--- src/rtl/instr_loader.sv ---
// Program loader: packs UART bytes (MSB first) into instruction words and writes
// them to consecutive instruction-memory addresses until HALT or memory full.
module instr_loader #(
  parameter int                    DATA_WIDTH = 32,
  parameter int                    BYTE_WIDTH = 8,
  parameter int                    MEM_DEPTH  = 64,
  parameter logic [DATA_WIDTH-1:0] HALT_WORD  = 32'hFFFFFFFF
) (
  input  logic                         i_clock,
  input  logic                         i_reset,
  input  logic                         i_start,
  input  logic [BYTE_WIDTH-1:0]        i_rx_data,
  input  logic                         i_rx_done,
  output logic [DATA_WIDTH-1:0]        o_instruccion,
  output logic [DATA_WIDTH-1:0]        o_address,
  output logic                         o_wr_en,
  output logic                         o_loading,
  output logic                         o_done,
  output logic [$clog2(MEM_DEPTH):0]   o_word_count
);

  // state | meaning
  // IDLE  | no session since reset
  // RECV  | collecting bytes of the current word
  // WRITE | one-cycle write strobe for the completed word
  // DONE  | session finished (HALT seen or memory full)
  typedef enum logic [1:0] {S_IDLE, S_RECV, S_WRITE, S_DONE} state_t;

  localparam int BPW = DATA_WIDTH / BYTE_WIDTH;
  localparam int BCW = (BPW > 1) ? $clog2(BPW) : 1;
  localparam int CW  = $clog2(MEM_DEPTH) + 1;
  localparam logic [BCW-1:0] LAST_BYTE = BCW'(BPW - 1);
  localparam logic [CW-1:0]  DEPTH_C   = CW'(MEM_DEPTH);

  state_t                  state_q;
  logic [DATA_WIDTH-1:0]   shift_q;
  logic [BCW-1:0]          byte_cnt_q;
  logic [DATA_WIDTH-1:0]   instr_q;
  logic [DATA_WIDTH-1:0]   addr_q;
  logic                    wr_en_q;
  logic                    loading_q;
  logic                    done_q;
  logic [CW-1:0]           count_q;

  logic [DATA_WIDTH-1:0]   shift_d;
  logic [DATA_WIDTH-1:0]   addr_d;
  logic [CW-1:0]           count_d;

  assign shift_d = {shift_q[DATA_WIDTH-BYTE_WIDTH-1:0], i_rx_data};
  assign addr_d  = addr_q + DATA_WIDTH'(4);
  assign count_d = count_q + CW'(1);

  always_ff @(posedge i_clock) begin
    if (i_reset) begin
      state_q    <= S_IDLE;
      shift_q    <= '0;
      byte_cnt_q <= '0;
      instr_q    <= '0;
      addr_q     <= '0;
      wr_en_q    <= 1'b0;
      loading_q  <= 1'b0;
      done_q     <= 1'b0;
      count_q    <= '0;
    end else begin
      case (state_q)
        S_IDLE, S_DONE: begin
          if (i_start) begin
            state_q    <= S_RECV;
            loading_q  <= 1'b1;
            done_q     <= 1'b0;
            addr_q     <= '0;
            count_q    <= '0;
            byte_cnt_q <= '0;
          end
        end
        S_RECV: begin
          if (i_rx_done) begin
            shift_q <= shift_d;
            if (byte_cnt_q == LAST_BYTE) begin
              instr_q    <= shift_d;
              byte_cnt_q <= '0;
              wr_en_q    <= 1'b1;
              state_q    <= S_WRITE;
            end else begin
              byte_cnt_q <= byte_cnt_q + BCW'(1);
            end
          end
        end
        S_WRITE: begin
          wr_en_q <= 1'b0;
          count_q <= count_d;
          if (instr_q == HALT_WORD || count_d == DEPTH_C) begin
            state_q   <= S_DONE;
            loading_q <= 1'b0;
            done_q    <= 1'b1;
          end else begin
            state_q <= S_RECV;
            addr_q  <= addr_d;
            // a byte landing during the write strobe starts the next word
            if (i_rx_done) begin
              shift_q    <= shift_d;
              byte_cnt_q <= BCW'(1);
            end
          end
        end
        default: state_q <= S_IDLE;
      endcase
    end
  end

  assign o_instruccion = instr_q;
  assign o_address     = addr_q;
  assign o_wr_en       = wr_en_q;
  assign o_loading     = loading_q;
  assign o_done        = done_q;
  assign o_word_count  = count_q;

endmodule

--- config.mk ---
export PLATFORM = sky130hd
export DESIGN_NAME = instr_loader
export DESIGN_NICKNAME = d
export VERILOG_FILES = /design/src/rtl/instr_loader.sv
export SDC_FILE = /design/constraint.sdc
export NUM_CORES = 1
export LEC_CHECK = 0
export BUFFER_PORTS_ARGS = -buffer_cell sky130_fd_sc_hd__clkbuf_2
export CAP_MARGIN = 20
export CORE_UTILIZATION = 55
export CTS_CLUSTER_DIAMETER = 50
export DETAILED_ROUTE_END_ITERATION = 16
export PLACE_DENSITY = 0.8
export SLEW_MARGIN = 10
export SYNTH_ARGS = -nofsm -noshare
export SYNTH_HDL_FRONTEND = slang
export SYNTH_SLANG_ARGS = --single-unit
--- constraint.sdc ---
create_clock -name i_clock -period 3.1 [get_ports i_clock]
set_input_delay 0.31 -clock i_clock [delete_from_list [all_inputs] [get_ports i_clock]]
set_output_delay 0.31 -clock i_clock [all_outputs]
set_load 0.005 [all_outputs]
==> run_results.csv <==
group,metric,value,unit
clock_tree,cts_sinks,100,
floorplan,die_x,92.7,um
critical_path,cp_top_family,"compound AO/OA/AOI/OAI gates",
power,irDropWorstVdd,0.284,mV
synth,yosys.area.top_type,"dfxtp_1",
global_route,grt_pass1_vias,3869,
critical_path,arrival,2.78,ns
placed_design,dpl.cell_count,708,
synth,netlist_instances,547,
critical_path,cp_cell_sequence,"inv_1 -> ha_1 -> nand2_1 -> o21a_1 -> a21oi_1 -> nor2_1 -> a221o_1",
critical_path,cp_slowest_stage_delay,0.62,ns
critical_path,cp-start-kind,"flop",
floorplan,rows,32,
sta,period_share,81.4,%
sta,relSlewSlack,53.0,%
critical_path,path_buf_inv,1,
synth,yosysTopAreaCellShare,44.3,%
layout,area_growth,15.2,%
sta,timing.fmax,396,MHz
synth,syn_area_per_cell,8.27,um^2
synth,synthFlopType,"dfxtp_1",
placed_design,dp_slack,0.658,ns
layout,fin_nets,634,
layout,n_fill_cell,677,
synth,synthDistinctLibCells,51,
synth,async_flop_share,0,%
sta,hold_ws,0.165,ns
critical_path,worst-r2r-setup-slack,0.58,ns
layout,instances_no_fill,724,
min_path,min_from,"i_rx_data[6]",
layout,layout_commonest_cell,"dfxtp_1",
clock_tree,cts_buffers,9,
sta,min_period,2.52,ns
sta,finalSetupViolCount,0,
global_route,grt_usage,26.7,%
synth,synth_edf_count,0,
job,maxCapViolations,0,
layout,layout-drive-gt1-share,19.1,%
sta,skew,0.0200,ns
placed_design,io_buffers,83,
floorplan,initial_core_util,57.6,%
placed_design,dp_hpwl,7800,um
critical_path,worstPathMaxFanout,12,
layout,final_util,66.4,%
global_route,grt_max_degree,51,
clock_tree,ctsResizeCount,0,
power,power.density,456,nW/um^2
route,drt_pre_antenna_iters,6,
floorplan,core_area,7850,um^2
critical_path,worstReg2RegEnd,"o_address[5]$_SDFFE_PP0P_",
clock_tree,cts_max_level,3,
critical_path,end_kind,"flop",
sta,final_max_slew_viol_count,0,
route,drtIter0Drc,352,
floorplan,fp.dieH,92.7,um
sta,rsz0062_at_grt,"no",
synth,synth-seq-cells,100,
critical_path,r2r-start,"state_q[0]$_SDFFE_PP0P_",
placed_design,place.gp.congestion,0.872,
outcome,outcome,"finished clean",
route,vias,4342,
route,vias_per_cell,6.00,
layout,final_cell_mix,"dfxtp_1 (100), nand2_1 (98), clkbuf_2 (82)",
critical_path,criticalPathCategory,"reg -> reg",
synth,ys_seq_area_share,44.3,%
min_path,hold_depth,3,
critical_path,slowest_stage,"a21oi_1",
clock_tree,root_buffer,"clkbuf_8",
floorplan,die_area,8590,um^2
route,drcViolationCount,0,
clock_tree,clkSlewWorstSetupHoldPaths,0.11,ns
clock_tree,insertion_delay,0.37,ns
global_route,grt_pass1_wl,18600,um
route,drt_wl_total,11000,um
clock_tree,holdBufCountCts,0,
floorplan,ios,86,
sta,hold_viol_final,0,
global_route,antenna_found_initial,0,
synth,syn_area,4520,um^2
synth,synth_area_leaders,"dfxtp_1 (44%), nand2_1 (8.1%), a21oi_1 (6.3%), mux2i_1 (5.5%), nor2_1 (3.7%)",
clock_tree,postCtsSetupBuffers,0,
min_path,min_to,"o_instruccion[6]$_SDFFE_PP0P_",
route,wl_per_cell,15.2,um
critical_path,rr_worst_depth,7,
sta,layout_setup_ws,0.576,ns
critical_path,cp.required,3.36,ns
sta,fin_tns_setup,0,ns
sta,max_slew.worst_pin.slew,0.706,ns
clock_tree,cts_tree,"built",
power,p_leak,0.00208,uW
min_path,hp-class,"in -> reg",
global_route,grt_remaining_overflow,0,
synth,ys.warnings.count,0,
layout,antennaDiodeCount,0,
route,ant_nets,0,
clock_tree,cts_buffer_depth,2,
## report_power, final
| group | leakage [uW] | internal [uW] | switching, uW |
|---|---|---|---|
| Sequential | 0.000807 | 1300 | 15.1 |
| Combinational | 0.00117 | 78.4 | 143 |
| Clock | 0.000105 | 326 | 513 |
| Total | 0.00208 | 1710 | 672 |
## final cells by class
type                       count  area [um^2]  share of cell area, %
clock buffer                   9          124                   2.38
multi-input combinational    407         2330                   44.7
tap                          102          128                   2.45
inverter                       7         26.3                  0.505
sequential                   100         2000                   38.4
clock inverter                 7         91.3                   1.75
timing repair buffer          92          508                   9.75
## logic make-up (layout without fill, tap and decap cells)
group                    count (synthesis)  after routing  share of synthesized area (%)
AND/OR/NAND/NOR                        266            266                           29.4
AO/OA/AOI/OAI                          108            108                           14.7
flip-flops                             100            100                           44.3
buffers and inverters                   41            115                           4.32
multiplexers                            26             26                           5.84
adder cells (fa/ha/maj)                  5              5                           1.38
other                                    1              2                         0.0829
## worst min-delay path, stage by stage
cell and delay (ns):
clkbuf_2 0.09, nand2_1 0.05, a21oi_1 0.05
## per-stage QoR
step	power, uW	area [um^2]
after global placement	1560	4990
after global routing	2480	5210
after detailed placement	1560	4990
final	2380	5210
after floorplan	1510	4530
after CTS	2390	5210
## routing by layer
metal | wire [um] | track usage (%) | vias up
li1 | - | - | 2114
met1 | 5030 | 37.5 | 2033
met2 | 5240 | 41.6 | 187
met3 | 680 | 4.35 | 8
met4 | 79 | 9.36 | 0
met5 | 0 | 0 | -
## state kept, by name, indices dropped and copies added, names as in the netlist
signal	cells
byte_cnt_q	2
o_address	30
o_done	1
o_instruccion	32
o_loading	1
o_word_count	7
o_wr_en	1
shift_q	24
state_q	2
## worst max-delay path by stage
stage | end | cells after the start | startpoint
2_1_floorplan | shift_q[10]$_SDFFE_PP0P_ | 7 | o_word_count[3]$_SDFFE_PP0P_
5_1_grt | o_address[9]$_SDFFE_PP0P_ | 7 | state_q[0]$_SDFFE_PP0P_
3_3_place_gp | o_address[20]$_SDFFE_PP0P_ | 8 | state_q[0]$_SDFFE_PP0P_
6_report | o_address[5]$_SDFFE_PP0P_ | 7 | state_q[0]$_SDFFE_PP0P_
4_1_cts | o_address[24]$_SDFFE_PP0P_ | 8 | state_q[0]$_SDFFE_PP0P_
3_5_place_dp | o_address[20]$_SDFFE_PP0P_ | 7 | o_word_count[2]$_SDFFE_PP0P_
## cells in the mapped netlist (2+ instances only)
master / instances
dfxtp_1: 100
nand3b_1: 3
nand2_1: 98
a31oi_1: 17
nand3_1: 32
or3_1: 3
nand2b_1: 7
and3_1: 12
and4_1: 2
buf_8: 2
o211ai_1: 3
and2_1: 2
buf_4: 5
nor3_1: 10
a21oi_1: 57
ha_1: 5
o21ai_0: 9
clkbuf_1: 27
a22oi_1: 2
nand4_1: 17
a221o_1: 3
inv_1: 7
nand4b_1: 6
o21ai_1: 5
nor2_1: 45
nor4_1: 3
a21o_1: 2
mux2i_1: 25
or4_1: 16
Power figures use the tool's default switching activity.
